`config.mk`:
```
export PLATFORM = sky130hd
export DESIGN_NAME = counter_ctrl
export DESIGN_NICKNAME = d
export VERILOG_FILES = /design/src/rtl/counter_ctrl.sv
export SDC_FILE = /design/constraint.sdc
export NUM_CORES = 1
export LEC_CHECK = 0
export ABC_CLOCK_PERIOD_IN_PS = 2000
export CORE_MARGIN = 2
export CORE_UTILIZATION = 40
export DETAILED_ROUTE_END_ITERATION = 10
export HOLD_SLACK_MARGIN = 0.08
export PLACE_DENSITY = 0.75
export SLEW_MARGIN = 20
export SYNTH_ARGS = -nofsm -noshare
export SYNTH_HDL_FRONTEND = slang
export SYNTH_SLANG_ARGS = --single-unit
```
`constraint.sdc`:
```
create_clock -name clk -period 2 [get_ports clk]
set_input_delay 0.2 -clock clk [delete_from_list [all_inputs] [get_ports clk]]
set_output_delay 0.2 -clock clk [all_outputs]
set_load 0.005 [all_outputs]
```
`src/rtl/counter_ctrl.sv`:
```
// counter_ctrl: push-button front-end for a loadable binary counter.
// Conditions three raw buttons into clean command pulses, sequences
// load/run/pause through a small FSM, and stops the counter exactly at
// a programmable target, announcing completion with a one-cycle done pulse.
module counter_ctrl #(
    parameter int N         = 4,
    parameter int DB_CYCLES = 4
) (
    input  logic         clk,
    input  logic         reset,
    input  logic         start_btn,
    input  logic         stop_btn,
    input  logic         load_btn,
    input  logic [N-1:0] preset,
    input  logic [N-1:0] target,
    input  logic [N-1:0] q,
    output logic [N-1:0] d,
    output logic         load,
    output logic         en,
    output logic         busy,
    output logic         done
);

    // Button lane indices inside the packed conditioning vectors.
    localparam int BTN_START = 0;
    localparam int BTN_STOP  = 1;
    localparam int BTN_LOAD  = 2;
    localparam int NBTN      = 3;

    // Debounce counter only needs to reach DB_CYCLES-1 before the level flips.
    localparam int CW = (DB_CYCLES < 2) ? 1 : $clog2(DB_CYCLES);
    localparam logic [CW-1:0] DB_LAST = CW'(DB_CYCLES - 1);

    typedef enum logic [2:0] {
        S_IDLE  = 3'd0,
        S_LOAD  = 3'd1,
        S_RUN   = 3'd2,
        S_PAUSE = 3'd3,
        S_DONE  = 3'd4
    } state_t;

    logic [NBTN-1:0] btn_raw;
    logic [NBTN-1:0] sync1_q, sync1_d;
    logic [NBTN-1:0] sync2_q, sync2_d;
    logic [NBTN-1:0] level_q, level_d;
    logic [NBTN-1:0] cmd_q, cmd_d;
    logic [CW-1:0]   cnt_q [NBTN];
    logic [CW-1:0]   cnt_d [NBTN];

    state_t          state_q, state_d;
    logic [N-1:0]    d_q, d_d;

    logic            start_cmd;
    logic            stop_cmd;
    logic            load_cmd;
    logic            at_target;

    assign btn_raw   = {load_btn, stop_btn, start_btn};
    assign start_cmd = cmd_q[BTN_START];
    assign stop_cmd  = cmd_q[BTN_STOP];
    assign load_cmd  = cmd_q[BTN_LOAD];
    assign at_target = (q == target);

    // Synchronize, debounce and edge-detect each button independently.
    always_comb begin
        sync1_d = btn_raw;
        sync2_d = sync1_q;
        level_d = level_q;
        cmd_d   = '0;
        for (int i = 0; i < NBTN; i++) begin
            cnt_d[i] = cnt_q[i];
            if (sync2_q[i] == level_q[i]) begin
                cnt_d[i] = '0;
            end else if (cnt_q[i] == DB_LAST) begin
                // This sample would make DB_CYCLES in a row: accept the new level.
                cnt_d[i]   = '0;
                level_d[i] = ~level_q[i];
            end else begin
                cnt_d[i] = cnt_q[i] + CW'(1);
            end
            // Only rising edges of the accepted level become commands.
            cmd_d[i] = level_d[i] & ~level_q[i];
        end
    end

    // Next-state logic with stop > load > start priority; losers are dropped.
    always_comb begin
        state_d = state_q;
        unique case (state_q)
            S_IDLE: begin
                if (stop_cmd)       state_d = S_IDLE;
                else if (load_cmd)  state_d = S_LOAD;
                else if (start_cmd) state_d = S_RUN;
            end
            S_LOAD: state_d = S_IDLE;
            S_RUN: begin
                if (stop_cmd)                   state_d = S_PAUSE;
                else if (load_cmd)              state_d = S_LOAD;
                else if (!start_cmd && at_target) state_d = S_DONE;
            end
            S_PAUSE: begin
                if (stop_cmd)       state_d = S_IDLE;
                else if (load_cmd)  state_d = S_LOAD;
                else if (start_cmd) state_d = S_RUN;
            end
            S_DONE: state_d = S_IDLE;
            default: state_d = S_IDLE;
        endcase
    end

    // Preset is captured only on the edge that accepts a load command.
    always_comb begin
        d_d = d_q;
        if ((state_d == S_LOAD) && (state_q != S_LOAD)) begin
            d_d = preset;
        end
    end

    // All control state: conditioning chains, FSM and preset register.
    always_ff @(posedge clk) begin
        if (reset) begin
            sync1_q <= '0;
            sync2_q <= '0;
            level_q <= '0;
            cmd_q   <= '0;
            for (int i = 0; i < NBTN; i++) begin
                cnt_q[i] <= '0;
            end
            state_q <= S_IDLE;
            d_q     <= '0;
        end else begin
            sync1_q <= sync1_d;
            sync2_q <= sync2_d;
            level_q <= level_d;
            cmd_q   <= cmd_d;
            for (int i = 0; i < NBTN; i++) begin
                cnt_q[i] <= cnt_d[i];
            end
            state_q <= state_d;
            d_q     <= d_d;
        end
    end

    // en is combinational on q so the counter can never step past target.
    assign d    = d_q;
    assign load = (state_q == S_LOAD);
    assign en   = (state_q == S_RUN) && !at_target;
    assign busy = (state_q == S_RUN) || (state_q == S_PAUSE);
    assign done = (state_q == S_DONE);

endmodule
```
==> key figures, run 1 <==
Run status
  • Run status: finished, final reports clean

Placement
  • Placed cell areas: 0.001319 sq mm
  • DP HPWL: 1368 microns
  • RD Place Congestion: 0.7817
  • Port Buf Inserts: 24
  • Post-Place Setup Slack: -0.008358 ns

GRT
  • Initial antenna violation count: 0
  • Vias in the first global route: 726
  • Total grt overflow: 0
  • First-pass GRT wire length: 2815 microns
  • Pin count of the biggest net entering global routing: 16
  • Tot GR Track Use: 0.1335

Setup path
  • WP data required: 1.80 ns
  • Worst R2R End: d[3]$_SDFFE_PP0P_
  • Crit path from: target[1]
  • Critical Path End: en
  • Reg2reg setup slack: 0.35 ns
  • Crit path kind: in2out
  • CP endpoint kind: output port
  • Crit start category: input port
  • Critical Path AT: 1.65 ns
  • RR Startpoint: cmd_q[1]$_SDFF_PP0_
  • Crit Path Max Fanout: 2
  • Reg2Reg Depth: 5

Finish
  • Area of the multi-input gates: 516.7 sq um
  • Final net count: 149
  • Filler cells: 241
  • Area growth syn-to-layout: 30.87%
  • Share of cells above drive strength 1: 0.1016
  • Register Area: 501.7 sq um
  • Final Util: 0.5510
  • Antenna Cells: 0
  • Design Area, Final: 0.001353 sq mm

CTS
  • Number of hold buffers added after cts: 0
  • CTS sink cnt: 25
  • Post-cts sizing count: 0
  • Clk_lat worst skew: 0.31 ns
  • Num CTS Buffers: 3
  • CTS tree: built
  • Clock-pin transition on the worst setup and hold timing paths: 0.13 ns
  • # Post-CTS Setup Buffers: 0
  • Clock buffer depth: 2
  • H-tree Lvls: 1
  • Root Driver: clkbuf_4

Floorplan
  • Die H: 54.83 microns
  • Starting density of the core: 0.4210
  • Die area: 0.003006 sq mm
  • I/O pin cnt: 25
  • Die width: 54.83 microns
  • Row count: 18
  • Core ar.: 0.002455 sq mm

Routing
  • Routed wire length per instance: 10.83 microns
  • Iter 0 DRT Violations: 10
  • Vias: 755
  • Initial DRT Pass Iterations: 4
  • DRT Wirelength: 1711 microns
  • Vias/cell: 4.778
  • Final ANT Viol Nets: 0
  • DR DRC count: 0

Timing
  • Final Cycle Share: 0.9267
  • Final setup fails: 0
  • Fmax achieved: 539.6 MHz
  • Skew final: 0.005629 ns
  • Final Max Slew Viols: 0
  • Period minus WS final: 1.853 ns
  • Worst slew margin: 0.7252
  • RSZ-0062 raised after global routing: no
  • Final worst slack: 0.1467 ns
  • Fin. Hold Viols: 0
  • Final hold slack: 0.4203 ns
  • Slew @ Worst Pin: 0.4109 ns

Synthesis
  • Post-Synth Simple-Gate Area: 0.2785
  • Ys Warns: 0
  • Adder-cell share of the synthesized area: 0.03632
  • FF+latch count, synth: 25
  • Largest family of logic cells by synthesized area: simple AND/OR/NAND/NOR gates
  • Mapped Area: 0.001033 sq mm
  • Yosys top cell by area: dfxtp_1
  • Top cells by area, synth: dfxtp_1, mux2i_1, nor2b_1
  • Syn Inst Count: 100
  • Post-synth top area share: 0.4843
  • Post-synthesis sequential area ratio: 0.4843
  • Syn Nets: 120
  • EDFF count, synth: 0
  • Async SR Flop Fraction: 0
  • Syn Area/Cell: 10.33 sq um
  • Synth Flop Type: dfxtp_1
  • Synth Area in Compound Gates: 0.05569
  • Mux cell area share after synthesis: 0.06780
  • Synth cell types: 24
  • Synth Area in XOR/XNOR: 0.05932

Power and ir drop
  • Clock Power Share: 0.274
  • Maximum vdd ir drop: 0.0004586 V
  • Lkg Pwr: 0.4899 nW
  • Switching share of power: 0.2137
  • Comb pwr share: 0.087
  • Pwr/cell area: 588.6 mW/mm^2
  • Seq pwr share: 0.639
  • Internal power: 0.6259 mW
  • NetSw: 0.1701 mW

Flow run
  • Number of max-cap violations: 0

Hold path
  • Hold WC Path Type: in2reg
-- layer usage --
metal	GRT usage	vias to the layer above	share of wire
met2	0.2381	29	0.47
met1	0.1479	333	0.44
met5	0	-	0
li1	-	391	-
met4	0.06250	0	0.0076
met3	0.03005	2	0.091
-- sequential cells by signal, indices dropped and copies added (netlist names) --
signal   cells
cmd_q        3
cnt_q        6
d            4
level_q      3
state_q      3
sync1_q      3
sync2_q      3
-- cell usage after synthesis (2+ instances only) --
library cell	n
nand2b_1	9
xnor2_1	3
nor2_1	13
nor3_1	3
inv_1	3
mux2i_1	7
clkbuf_1	2
or3_1	3
nor2b_1	10
a21o_1	2
nor3b_1	3
dfxtp_1	25
xor2_1	4
ha_1	3
-- stage by stage --
step / std cells / setup TNS [ns] / power, mW
final: 158 / 0 / 0.7961
after detailed placement: 154 / -0.01520 / 0.5902
after global placement: 154 / 0 / 0.5878
after CTS: 158 / 0 / 0.8063
after global routing: 158 / 0 / 0.8271
after floorplan: 100 / 0 / 0.5494
-- cells by family after synthesis --
family,count (synthesis)
simple gates,47
flops,25
xor+xnor,7
mux,7
compound gates,6
buf+inv,5
fa+ha+maj,3
-- worst min path at each step --
stage,start,endpoint,depth (start not counted)
2_1_floorplan,start_btn,sync1_q[0]$_SDFF_PP0_,1
3_3_place_gp,cnt_q[0][4]$_SDFF_PP0_,cnt_q[0][4]$_SDFF_PP0_,1
6_report,stop_btn,sync1_q[1]$_SDFF_PP0_,2
4_1_cts,stop_btn,sync1_q[1]$_SDFF_PP0_,2
5_1_grt,stop_btn,sync1_q[1]$_SDFF_PP0_,2
3_5_place_dp,cnt_q[0][2]$_SDFF_PP0_,cnt_q[0][2]$_SDFF_PP0_,1
-- critical path, cell delays in order --
cell	delay [ns]
clkdlybuf4s50_1	0.42
xor2_1	0.20
nor4_4	0.32
nor2_1	0.08
clkdlybuf4s50_1	0.45
-- final cells by class --
cell class	count	share of cell area
clock buffer	3	0.01665
clock inverter	1	0.005550
inverter	3	0.008326
multi-input combinational	70	0.3821
sequential	25	0.3710
tap	30	0.02775
timing repair buffer	26	0.1887
-- power by group through the flow --
stage / logic [mW] / registers, mW / clock network (mW)
2_1_floorplan: 0.0305 / 0.519 / 0
5_1_grt: 0.0770 / 0.510 / 0.240
3_3_place_gp: 0.0686 / 0.519 / 0
3_5_place_dp: 0.0704 / 0.520 / 0
6_report: 0.0695 / 0.508 / 0.218
4_1_cts: 0.0707 / 0.509 / 0.227
-- cell usage in the layout, fill, tap and decap left out --
cell             Yosys  routed
ha_1                 3       3
a21o_1               2       2
a31oi_1              1       1
xor2_1               4       4
nor3_1               3       3
nand2b_4             1       1
nand2b_1             9       9
clkdlybuf4s50_1      0      24
nor2b_2              0       1
nand2_1              1       1
or3_1                3       3
nor4_1               1       1
a21oi_1              1       1
nor3b_1              3       3
nor4_4               1       1
xnor2_1              3       3
nor2_1              13      13
clkbuf_4             0       3
mux2i_1              7       7
nor2b_1             10       9
inv_1                3       3
clkinvlp_4           0       1
dfxtp_1             25      24
nand2_2              1       1
buf_4                0       2
nor4_2               1       1
a311oi_4             1       1
dfxtp_2              0       1
o21ai_0              1       1
Note: power is estimated with default switching activity, not from simulation.
==> inputs of run 2 (changes only) <==
--- a/config.mk
+++ b/config.mk
@@ -7,10 +7,10 @@
 export LEC_CHECK = 0
 export ABC_CLOCK_PERIOD_IN_PS = 2000
 export CORE_MARGIN = 2
-export CORE_UTILIZATION = 40
+export CORE_UTILIZATION = 45
 export DETAILED_ROUTE_END_ITERATION = 10
 export HOLD_SLACK_MARGIN = 0.08
-export PLACE_DENSITY = 0.75
+export PLACE_DENSITY = 0.82
 export SLEW_MARGIN = 20
 export SYNTH_ARGS = -nofsm -noshare
 export SYNTH_HDL_FRONTEND = slang
==> run 2 against run 1 <==
Net effect:
- critical path depth did not move
- cell area fell by 0.37%
- combinational power up 0.7%
- non-clock buffer count did not move
- cell count down 1.3%
- clock power up 3%
- maximum frequency rose by 1.1%
- worst hold slack gained 0.0021 ns
- wire length up 1.2%
==> key figures, run 2 (synthesized netlist as in run 1, its figures left out) <==
Timing
  • Final Max Slew Viols: 0 (unchanged)
  • Fmax achieved: 545.5 MHz (+1.1%)
  • Final setup fails: 0 (unchanged)
  • Final Cycle Share: 0.9166 (-0.01003)
  • Setup_tns: 0 ns (unchanged)
  • Worst slew margin: 0.6910 (-0.03423)
  • RSZ-0062 raised after global routing: no
  • Period minus WS final: 1.833 ns (-0.02005 ns)
  • Final worst slack: 0.1667 ns (+0.02005 ns)
  • Skew final: 0.01090 ns (+0.005270 ns)
  • Slew @ Worst Pin: 0.4621 ns (+0.05119 ns)
  • Fin. Hold Viols: 0 (unchanged)

Floorplan
  • Starting density of the core: 0.4717 (+0.05073)
  • Die H: 51.93 microns (-5.3%)
  • Die area: 0.002696 sq mm (-10%)
  • I/O pin cnt: 25 (unchanged)
  • Core ar.: 0.002191 sq mm (-11%)
  • Die width: 51.93 microns (-5.3%)
  • Row count: 17 (-1)

GRT
  • Total grt overflow: 0 (unchanged)
  • Tot GR Track Use: 0.1540 (+0.02055)
  • Pin count of the biggest net entering global routing: 18 (+2)
  • Vias in the first global route: 738 (+1.7%)
  • First-pass GRT wire length: 3098 microns (+10%)
  • Initial antenna violation count: 0 (unchanged)

Routing
  • Iter 0 DRT Violations: 6 (-4)
  • Vias/cell: 4.782 (about the same)
  • Initial DRT Pass Iterations: 2 (-2)
  • DR DRC count: 0 (unchanged)
  • Vias: 746 (-1.2%)
  • Final ANT Viol Nets: 0 (unchanged)
  • Routed wire length per instance: 11.10 microns (+2.5%)
  • DRT Wirelength: 1731 microns (+1.2%)

Setup path
  • Critical Path AT: 1.63 ns (-0.02 ns)
  • Crit Path Max Fanout: 2 (unchanged)
  • Crit path kind: in2out
  • Crit path from: target[1]
  • WP data required: 1.80 ns (about the same)
  • Worst R2R End: d[3]$_SDFFE_PP0P_
  • Reg2reg setup slack: 0.35 ns (about the same)
  • Reg2Reg Depth: 5 (unchanged)
  • Critical Path End: en
  • RR Startpoint: cmd_q[2]$_SDFF_PP0_
  • Crit start category: input port
  • CP endpoint kind: output port

CTS
  • Clock-pin transition on the worst setup and hold timing paths: 0.14 ns (about the same)
  • Root Driver: clkbuf_4
  • # Post-CTS Setup Buffers: 0 (unchanged)
  • Clk_lat worst skew: 0.32 ns (about the same)
  • CTS sink cnt: 25 (unchanged)
  • Clock buffer depth: 2 (unchanged)
  • Number of hold buffers added after cts: 0 (unchanged)
  • CTS tree: built
  • Num CTS Buffers: 3 (unchanged)
  • H-tree Lvls: 1 (unchanged)

Finish
  • Antenna Cells: 0 (unchanged)
  • Share of cells above drive strength 1: 0.09375 (-0.007813)
  • Area growth syn-to-layout: 30.39%
  • Final net count: 149 (unchanged)
  • Max reg flops: 6 (unchanged)
  • Most frequent cells in the layout: dfxtp_1, clkdlybuf4s50_1, nor2_1
  • Largest register by flop count: cnt_q

Run status
  • Run status: finished, final reports clean

Power and ir drop
  • Pwr/cell area: 595.7 mW/mm^2 (+1.2%)
  • Lkg Pwr: 0.4900 nW (about the same)
  • Maximum vdd ir drop: 0.0004886 V (+6.5%)

Flow run
  • Number of max-cap violations: 0 (unchanged)

Placement
  • Port Buf Inserts: 24 (unchanged)
  • RD Place Congestion: 0.8484 (+8.5%)
  • DP HPWL: 1330 microns (-2.8%)
  • Post-Place Setup Slack: 0.03947 ns (+0.04783 ns)

Hold path
  • Hold WC Path Type: in2reg
-- run 2: cell counts in the layout (fill, tap and decap cells not counted) --
No cell type changed its count.
-- run 2: through the flow --
step	instances	hold slack (ns)	cell area [sq um]	utilization	power [mW]
final	156	0.4224	1348	0.6151	0.8027
after global routing	156	0.4188	1348	0.6151	0.8419
after CTS	156	0.4208	1346	0.6145	0.8117
after detailed placement	152	0.4127	1316	0.6008	0.5901
after global placement	152	0.4043	1316	0.6008	0.5875
after floorplan	100	0.3282	1033	-	0.5494
-- run 2: final cells by class --
class	count	area (sq um)
fill	182	843.3
multi-input combinational	70	514.2
sequential	25	501.7
timing repair buffer	26	255.2
tap	28	35.03
clock buffer	3	22.52
inverter	3	11.26
clock inverter	1	7.507
-- run 2: repair_timing --
action,CTS,global route
hold endpoints to repair,0,0
resized for setup,0,1
setup endpoints to repair,0,1
-- run 2: worst min path at each step --
| stage | endpoint | from | slack [ns] | depth (start not counted) |
|---|---|---|---|---|
| final | sync1_q[2]$_SDFF_PP0_ | load_btn | 0.42 | 2 |
| after global routing | sync1_q[0]$_SDFF_PP0_ | start_btn | 0.42 | 2 |
| after CTS | sync1_q[2]$_SDFF_PP0_ | load_btn | 0.42 | 2 |
| after detailed placement | cnt_q[0][2]$_SDFF_PP0_ | cnt_q[0][2]$_SDFF_PP0_ | 0.41 | 1 |
| after global placement | cnt_q[0][2]$_SDFF_PP0_ | cnt_q[0][2]$_SDFF_PP0_ | 0.40 | 1 |
| after floorplan | sync1_q[0]$_SDFF_PP0_ | start_btn | 0.33 | 1 |
-- run 2: routing by layer --
layer	GRT usage	routed length, microns
met5	0	0
met1	0.1849	861
met3	0.02874	87
met2	0.2595	754
met4	0.07895	27
-- run 2: power breakdown --
group | switching [mW] | internal (mW)
Clock | 0.148 | 0.0764
Combinational | 0.0256 | 0.0444
Sequential | 0.00325 | 0.505
-- run 2: worst max-delay path: stages --
cell and delay (ns):
clkdlybuf4s50_1 0.41, xor2_1 0.19, nor4_4 0.31, nor2_1 0.08, clkdlybuf4s50_1 0.44
==> inputs of run 3 (changes only) <==
--- a/config.mk
+++ b/config.mk
@@ -9,6 +9,7 @@
 export CORE_MARGIN = 2
 export CORE_UTILIZATION = 45
 export DETAILED_ROUTE_END_ITERATION = 10
+export GPL_ROUTABILITY_DRIVEN = 0
 export HOLD_SLACK_MARGIN = 0.08
 export PLACE_DENSITY = 0.82
 export SLEW_MARGIN = 20
==> results of run 3 <==
Final layout, timing and power as in run 2 (identical DEF).
